<file path="config.mk">
export PLATFORM = sky130hd
export DESIGN_NAME = uart_tx_prephiral
export DESIGN_NICKNAME = d
export VERILOG_FILES = /design/src/rtl/uart_tx_prephiral.sv
export SDC_FILE = /design/constraint.sdc
export NUM_CORES = 1
export LEC_CHECK = 0
export ABC_AREA = 1
export CAP_MARGIN = 20
export CORE_AREA = 2 2 75 95
export DETAILED_ROUTE_END_ITERATION = 10
export DIE_AREA = 0 0 77 97
export GPL_TIMING_DRIVEN = 0
export PLACE_DENSITY = 0.66
export SLEW_MARGIN = 20
export SYNTH_ARGS = -nofsm -noshare
export SYNTH_HDL_FRONTEND = slang
export SYNTH_SLANG_ARGS = --single-unit
</file>
<file path="constraint.sdc">
create_clock -name clk -period 6.3 [get_ports clk]
set_input_delay 1.89 -clock clk [delete_from_list [all_inputs] [get_ports clk]]
set_output_delay 1.89 -clock clk [all_outputs]
set_load 0.01 [all_outputs]
</file>
<file path="src/rtl/uart_tx_prephiral.sv">
// Memory-mapped UART transmitter: DATA writes feed a small FIFO that is serialised as 8N1 on tx.
// Build with UART_TX_PARITY_EN defined to append an even parity bit (8E1 frames).
module uart_tx_prephiral #(
    parameter int                             address_word_size = 16,
    parameter int                             data_word_size    = 8,
    parameter logic [address_word_size-1:0]   BASE_ADDR         = 16'h04,
    parameter int                             CLKS_PER_BIT      = 16,
    parameter int                             FIFO_DEPTH        = 4
) (
    input  logic                          clk,
    input  logic                          rst,
    input  logic [address_word_size-1:0]  address_bus,
    input  logic [data_word_size-1:0]     data_in,
    input  logic                          wr_en,
    input  logic                          rd_en,
    output logic [data_word_size-1:0]     data_out,
    output logic                          tx
);

    localparam int PW = $clog2(FIFO_DEPTH);
    localparam int BW = $clog2(CLKS_PER_BIT);
    localparam int NW = $clog2(data_word_size);
    localparam logic [address_word_size-1:0] STATUS_ADDR = BASE_ADDR + address_word_size'(1);
    localparam logic [PW:0]    FULL_CNT  = (PW+1)'(FIFO_DEPTH);
    localparam logic [BW-1:0]  LAST_BAUD = BW'(CLKS_PER_BIT - 1);
    localparam logic [NW-1:0]  LAST_BIT  = NW'(data_word_size - 1);

    typedef enum logic [2:0] {
        IDLE,
        START,
        DATA,
`ifdef UART_TX_PARITY_EN
        PARITY,
`endif
        STOP
    } state_t;

    logic [data_word_size-1:0] mem [FIFO_DEPTH];
    logic [PW-1:0]             wr_ptr;
    logic [PW-1:0]             rd_ptr;
    logic [PW:0]               count;
    logic                      full;
    logic                      empty;
    logic                      data_sel;
    logic                      status_sel;
    logic                      push;
    logic                      pop;
    logic                      ovf;
    logic                      ovf_set;
    logic [data_word_size-1:0] status;

    state_t                    state;
    state_t                    state_nxt;
    logic [BW-1:0]             baud;
    logic [NW-1:0]             bit_cnt;
    logic [data_word_size-1:0] shift;
    logic                      baud_end;
    logic                      bit_last;
    logic                      tx_nxt;
`ifdef UART_TX_PARITY_EN
    logic                      parity;
`endif

    assign full       = (count == FULL_CNT);
    assign empty      = (count == '0);
    assign data_sel   = wr_en && (address_bus == BASE_ADDR);
    assign status_sel = (address_bus == STATUS_ADDR);
    // Full is judged before the edge, so a same-cycle pop never rescues a write.
    assign push       = data_sel && !full;
    assign ovf_set    = data_sel && full;
    assign baud_end   = (baud == LAST_BAUD);
    assign bit_last   = (bit_cnt == LAST_BIT);

    always_comb begin
        status    = '0;
        status[0] = full;
        status[1] = empty;
        status[2] = (state != IDLE);
        status[3] = ovf;
    end

    always_ff @(posedge clk) begin
        if (push) begin
            mem[wr_ptr] <= data_in;
        end
    end

    always_ff @(posedge clk) begin
        if (rst) begin
            wr_ptr <= '0;
            rd_ptr <= '0;
            count  <= '0;
        end else begin
            if (push) begin
                wr_ptr <= wr_ptr + 1'b1;
            end
            if (pop) begin
                rd_ptr <= rd_ptr + 1'b1;
            end
            case ({push, pop})
                2'b10:   count <= count + 1'b1;
                2'b01:   count <= count - 1'b1;
                default: count <= count;
            endcase
        end
    end

    // Overflow is sticky; a new overflow in the same cycle as a STATUS read wins.
    always_ff @(posedge clk) begin
        if (rst) begin
            data_out <= '0;
            ovf      <= 1'b0;
        end else begin
            if (rd_en) begin
                data_out <= status_sel ? status : '0;
            end
            if (ovf_set) begin
                ovf <= 1'b1;
            end else if (rd_en && status_sel) begin
                ovf <= 1'b0;
            end
        end
    end

    always_ff @(posedge clk) begin
        if (rst) begin
            state <= IDLE;
        end else begin
            state <= state_nxt;
        end
    end

    always_comb begin
        state_nxt = state;
        pop       = 1'b0;
        tx_nxt    = 1'b1;
        case (state)
            IDLE: begin
                if (!empty) begin
                    pop       = 1'b1;
                    state_nxt = START;
                end
            end
            START: begin
                tx_nxt = 1'b0;
                if (baud_end) begin
                    state_nxt = DATA;
                end
            end
            DATA: begin
                tx_nxt = shift[0];
                if (baud_end && bit_last) begin
`ifdef UART_TX_PARITY_EN
                    state_nxt = PARITY;
`else
                    state_nxt = STOP;
`endif
                end
            end
`ifdef UART_TX_PARITY_EN
            PARITY: begin
                tx_nxt = parity;
                if (baud_end) begin
                    state_nxt = STOP;
                end
            end
`endif
            STOP: begin
                tx_nxt = 1'b1;
                if (baud_end) begin
                    if (!empty) begin
                        pop       = 1'b1;
                        state_nxt = START;
                    end else begin
                        state_nxt = IDLE;
                    end
                end
            end
            default: begin
                state_nxt = IDLE;
            end
        endcase
    end

    // tx is registered, so the line follows the state by one clock.
    always_ff @(posedge clk) begin
        if (rst) begin
            tx      <= 1'b1;
            baud    <= '0;
            bit_cnt <= '0;
            shift   <= '0;
`ifdef UART_TX_PARITY_EN
            parity  <= 1'b0;
`endif
        end else begin
            tx <= tx_nxt;
            if (state == IDLE || baud_end) begin
                baud <= '0;
            end else begin
                baud <= baud + 1'b1;
            end
            if (state != DATA) begin
                bit_cnt <= '0;
            end else if (baud_end) begin
                bit_cnt <= bit_cnt + 1'b1;
            end
            if (pop) begin
                shift  <= mem[rd_ptr];
`ifdef UART_TX_PARITY_EN
                parity <= ^mem[rd_ptr];
`endif
            end else if (state == DATA && baud_end) begin
                shift <= shift >> 1;
            end
        end
    end

endmodule

</file>
## Yosys cells after proc, flatten, opt, wreduce, memory -nomap -nowiden

Memory sizes are Yosys's and may differ from the RTL's. A register that Yosys moved wholly into a read port is not among the register bits.
Index checks and enable logic that the tools add are counted.
W data, S select, Z words.

- Logic and storage cells: 69
- Output and inout port bits: 9
- Memories kept: 1
- Input port bits: 28
- Flip-flop bits (word level): 35
- Bits in writable memories: 32

Memories:

| memory | depth | width | read ports | clocked after memory_dff | wr ports | line | text |
|---|---|---|---|---|---|---|---|
| mem | 4 | 8 | 1 | 1 | 1 | 38 | `logic [data_word_size-1:0] mem [FIFO_DEPTH];` |

- $add $sub $neg: 6
- Reductions and logical operators: 17
- Muxes and demuxes: 20
- Equal/unequal tests: 15

Operator list:

| kind | number |
|---|---|
| $eq A16 B3 Y1 const B | 2 |
| $mux W8 | 2 |
| $mux W3 | 4 |
| $pmux W3 S4 | 1 |
| $ne A2 B2 Y1 const B | 4 |
| $mux W1 | 7 |
| $add A3 B1 Y3 const B | 2 |
| $eq A3 B2 Y1 const B | 2 |
| $eq A3 B3 Y1 const B | 2 |
| $logic_and A1 B1 Y1 | 6 |
| $logic_not A3 Y1 | 2 |
| $pmux W3 S2 | 1 |
| $reduce_bool A2 Y1 | 3 |
| $add A2 B1 Y2 const B | 2 |
| $add A4 B1 Y4 const B | 1 |
| $eq A4 B4 Y1 const B | 1 |
| $mux W2 | 2 |
| $mux W4 | 1 |
| $pmux W1 S2 | 2 |
| $reduce_and A4 Y1 | 1 |
| $reduce_or A2 Y1 | 2 |
| $eq A3 B1 Y1 const B | 1 |
| $ne A3 B2 Y1 const B | 1 |
| $reduce_bool A3 Y1 | 1 |
| other kinds (5) | 5 |

## Logic depth before layout (Yosys ltp)

Gate-level depths: netlist of the first run.

- Depth after elaboration: 6
- Mapped depth: 14

## Least setup slack after synthesis of the first run

Ideal clock, no wire load.

- Path type: input to register
- Start point: in address_bus[15]
- End point: reg count[1]
- Path buffers: 0
- Stages: 8
- Slack: 2971 ps
- Data arrival time: 3259 ps
- Library setup time: 70 ps
- Cell sequence: nor2_1 -> nand2_1 -> nor2_2 -> nand3_2 -> ha_1 -> inv_1 -> fa_1 -> a21oi_1

- Longest elaborated chain between the ends: 5
- Elaborated cells between the ends (all ways): 7
- Those cells by class: eq/ne: 3; mux: 1; reduce/logical: 3

RTL lines:

| element | line | text |
|---|---|---|
| from (decl) | 12 | `input logic [address_word_size-1:0] address_bus,` |
| $eq A16 B3 Y1 * | 66 | `assign data_sel = wr_en && (address_bus == BASE_ADDR);` |
| $logic_and A1 B1 Y1 * | 66 |  |
| $logic_and A1 B1 Y1 * | 69 | `assign push = data_sel && !full;` |
| $eq A2 B1 Y1 or $eq A2 B2 Y1 (tied branches) | 100 | `case ({push, pop})` |
| $pmux W3 S2 or $reduce_bool A2 Y1 (tied branches) | - |  |
| to (signal assigned) | 101 | `2'b10: count <= count + 1'b1;` |
| to (signal assigned) | 102 | `2'b01: count <= count - 1'b1;` |
| to (signal assigned) | 103 | `default: count <= count;` |
| to (decl) | 41 | `logic [PW:0] count;` |

Every way passes the cells marked *; elsewhere a longest branch is shown, timed or not.
A chain may end at the register's enable or synchronous reset.

## Worst setup path in the final report of the first run

- Start point: in address_bus[2]
- End point: mem mem[3][2], enable pin

- Longest elaborated chain between the ends: 5

RTL lines:

| element | line | text |
|---|---|---|
| $eq A16 B3 Y1 | 66 |  |
| $logic_and A1 B1 Y1 | 66 |  |
| $logic_and A1 B1 Y1 | 69 |  |
| $mux W1 | 83 | `if (push) begin` |
| $mux W1 (implied by the code) | 84 | `mem[wr_ptr] <= data_in;` |
| to (decl) | 38 |  |

No other way between the ends.

==> impl_results.md, run 1 <==
- Status: complete, no violations
- Initial DRC Count: 129
- Syn Inst Count: 328
- Clock Latency Late Sink: 0.34 ns
- Vias per cell: 4.71
- Synthesized area per cell: ~8.9 µm²
- # clock sinks: 64
- Max-slew violations: 0
- Maximum vdd drop: around 160 µV
- Antenna Cells: 0
- WP data required: around 6.3 ns
- Width of the die: 77 µm
- Worst r2r src: state[0]$_SDFFE_PP0P_
- Hold_buf cts: 0
- Reg power frac: 0.428
- Largest net degree at the start of global routing: 13
- Std cell rows: 33
- FF+latch count, synth: 64
- WP data arrival: 3.69 ns
- CTS Root Cell: clkbuf_8
- I/O Pins: 37
- Post-route ant nets: 0
- Area of the core: 6520 µm²
- Initial Util: 0.448
- First-pass GRT wire length: 9.00 mm
- Setup-failing EPs final: 0
- Pwr Density: between 300 and 400 nW/µm²
- Reg2reg path depth: 13
- Die height: around 97 µm
- Seq/Total Area, Yosys: 0.548
- Static leakage: 1.39 nW
- Critical Path End Type: flop
- Nets: 415
- Slew HR: 0.445
- Number of max-cap violations: 0
- Layout area overhead: 21.0%
- Min-delay src: bit_cnt[1]$_SDFFE_PP0P_
- Gr ovfl total: 0
- Setup TNS: 0 ns
- Total Power: 0.00119 W
- Number of enable flip-flop cells after synthesis: 32
- # resized after CTS: 0
- Ys flop type: edfxtp_1
- Max Fclk: 269 MHz
- Drt wl/cell: 11.7 µm
- RSZ-0062 raised after global routing: false
- Crit path launch type: input port
- WL final: ~5.4 mm
- Tmin final: 3.72 ns
- Fillers: 622
- Worst Hold Path EP: bit_cnt[1]$_SDFFE_PP0P_
- CTS buffer count: 9
- Hold Path Class: flop to flop
- Final WS setup: 2.58 ns
- Hold Path Stages: 2
- Async SR Flop Fraction: 0
- Routability Congestion: 0.825
- Final Cycle Share: 0.591
- Clock Path Buffers: 2
- Layout cell share with drive strength beyond 1: 0.106
- Clock Skew: 0.00832 ns
- Critical path class: input port to flop
- Mapped Area: a little under 3000 µm²
- Postcts setup bufs: 0
- Power share of the combinational group: 0.318
- DR pass1 iterations: 4
- Vias in the first global route: 2018
- Yosys warning total: 0
- H-tree depth: 3
- Die area: 7470 µm²
- Switching Power: 0.000413 W
- Dpl ws: ~2.2 ns
- Reg-to-reg slack, setup: 3.85 ns
- Fin. Hold Viols: 0
- FF-to-FF End: count[2]$_SDFFE_PP0P_
- Yosys cell types: 29
- Total GRT Usage: 0.155
- Switching share of total power: 0.348
- Share of total power in the clock network: 0.253
- Initial antenna violation count: 0
- Port buffer count: 32
- Via count: 2196
- Post-route DRC: 0
- Detailed-placement wirelength estimate: slightly below 4 mm
- Clock transition at path regs: 0.07 ns
- Slew @ Worst Pin: 0.830 ns
- Internal power: 0.000773 W
- TritonCTS clock tree: yes
- Crit Path Max Fanout: 8
[registers in the layout, summed over array words and instances, names as in the netlist, named ones only]
signal	cells
tx	1
baud	4
bit_cnt	3
count	3
shift	8
rd_ptr	2
wr_ptr	2
ovf	1
data_out	4
state	2
mem	32
[cells in the mapped netlist (2+ instances only)]
master     n  area (µm²)
nand3_2    2        20.0
or2_2      2        12.5
inv_1     30         113
ha_1      12         150
nand3_1   31         155
buf_2      2        10.0
nor2_2     4        25.0
inv_2      2        7.51
nand3b_1   2        15.0
clkbuf_1   2        7.51
nand2_1   77         289
buf_6      2        22.5
o21ai_1    4        20.0
dfxtp_1   32         641
buf_4      6        45.0
edfxtp_1  32         961
nor2_1    38         143
nand4_1    2        12.5
nand2_2    2        12.5
a21oi_1   21         105
o21ai_0   15        75.1
[placed cells by master, fill, tap and decap left out, types with 4 or more instances in the layout]
master           instances
nand2_1                 77
nor2_1                  38
clkdlybuf4s50_1         32
dfxtp_1                 32
edfxtp_1                32
clkbuf_8                 9
buf_4                    6
a21oi_1                 21
nand3_1                 31
nor2_2                   4
o21ai_0                 15
o21ai_1                  4
inv_1                   30
ha_1                    12
conb_1                   4
[worst max-delay path by stage]
stage                               start               endpoint  slack (ns)  cells after the start
final                      address_bus[2]    mem[3][2]$_DFFE_PP_        2.58                      7
after global routing      address_bus[13]  count[2]$_SDFFE_PP0P_        2.36                     12
after CTS                  address_bus[2]    mem[3][7]$_DFFE_PP_        2.57                      7
after detailed placement   address_bus[2]    mem[3][5]$_DFFE_PP_        2.21                      7
after global placement     address_bus[2]    mem[3][5]$_DFFE_PP_        2.25                      7
after floorplan           address_bus[15]  count[1]$_SDFFE_PP0P_        2.97                      8
[through the flow]
stage / instance area (µm²) / hold slack [ns] / instances / utilization
2_1_floorplan: 2930 / 0.418 / 331 / -
3_3_place_gp: 3360 / 0.432 / 450 / 0.516
3_5_place_dp: 3360 / 0.441 / 450 / 0.516
4_1_cts: 3540 / 0.451 / 466 / 0.542
5_1_grt: 3540 / 0.475 / 466 / 0.542
6_report: 3540 / 0.449 / 466 / 0.542
[critical path, stage by stage]
cell and delay [ns]:
clkdlybuf4s50_1 0.46, inv_1 0.04, nor2_1 0.11, nand3_1 0.08, nor2_1 0.20, nand3_2 0.21, nor2_1 0.69
[power groups by stage]
stage / Sequential (W) / Clock (W) / Combinational, W
after floorplan: 0.000512 / 0 / 0.000289
after global placement: 0.000516 / 0 / 0.000372
after detailed placement: 0.000517 / 0 / 0.000381
after CTS: 0.000508 / 0.000308 / 0.000383
after global routing: 0.000514 / 0.000329 / 0.000429
final: 0.000508 / 0.000300 / 0.000378
[metal layers]
| layer | part of all wire | vias up | global-route usage |
|---|---|---|---|
| met5 | 0 | - | 0 |
| met4 | 0.023 | 0 | 0.0783 |
| met2 | 0.49 | 52 | 0.267 |
| met3 | 0.043 | 10 | 0.0410 |
| li1 | - | 1155 | - |
| met1 | 0.45 | 979 | 0.177 |
[cell families after synthesis]
logic type               Yosys count  synth area share
adder cells (fa/ha/maj)           13            0.0582
other                              1           0.00128
buffers and inverters             46            0.0745
AO/OA/AOI/OAI                     41            0.0741
flip-flops                        64             0.548
XOR/XNOR                           2           0.00599
AND/OR/NAND/NOR                  161             0.238
[area by class of cell]
cell class              instances  area (µm²)  area share
multi-input cells             221        1110       0.315
repair buffers                 32         320      0.0906
plain buffers                  12        85.1      0.0241
flip-flops and latches         64        1600       0.453
clock inverters                 7        48.8      0.0138
well taps                      87         109      0.0308
inverters                      34         133      0.0375
clock buffers                   9         124      0.0350
Note: power is estimated with default switching activity, not from simulation.
==> inputs of run 2 (changes only) <==
clock period = 3.8 ns   (was 6.3 ns; I/O delays follow)
==> results of run 2 <==
The final DEF is identical to that of run 1. Status: complete, no violations.
Main changes from that run: setup slack after placement 2.21 ns -> 0.459 ns; setup slack after layout 2.58 ns -> 0.829 ns; register-to-register setup slack 3.85 ns -> 1.35 ns; total power 0.00119 W -> 0.00197 W; worst IR drop on VDD 156 µV -> 259 µV
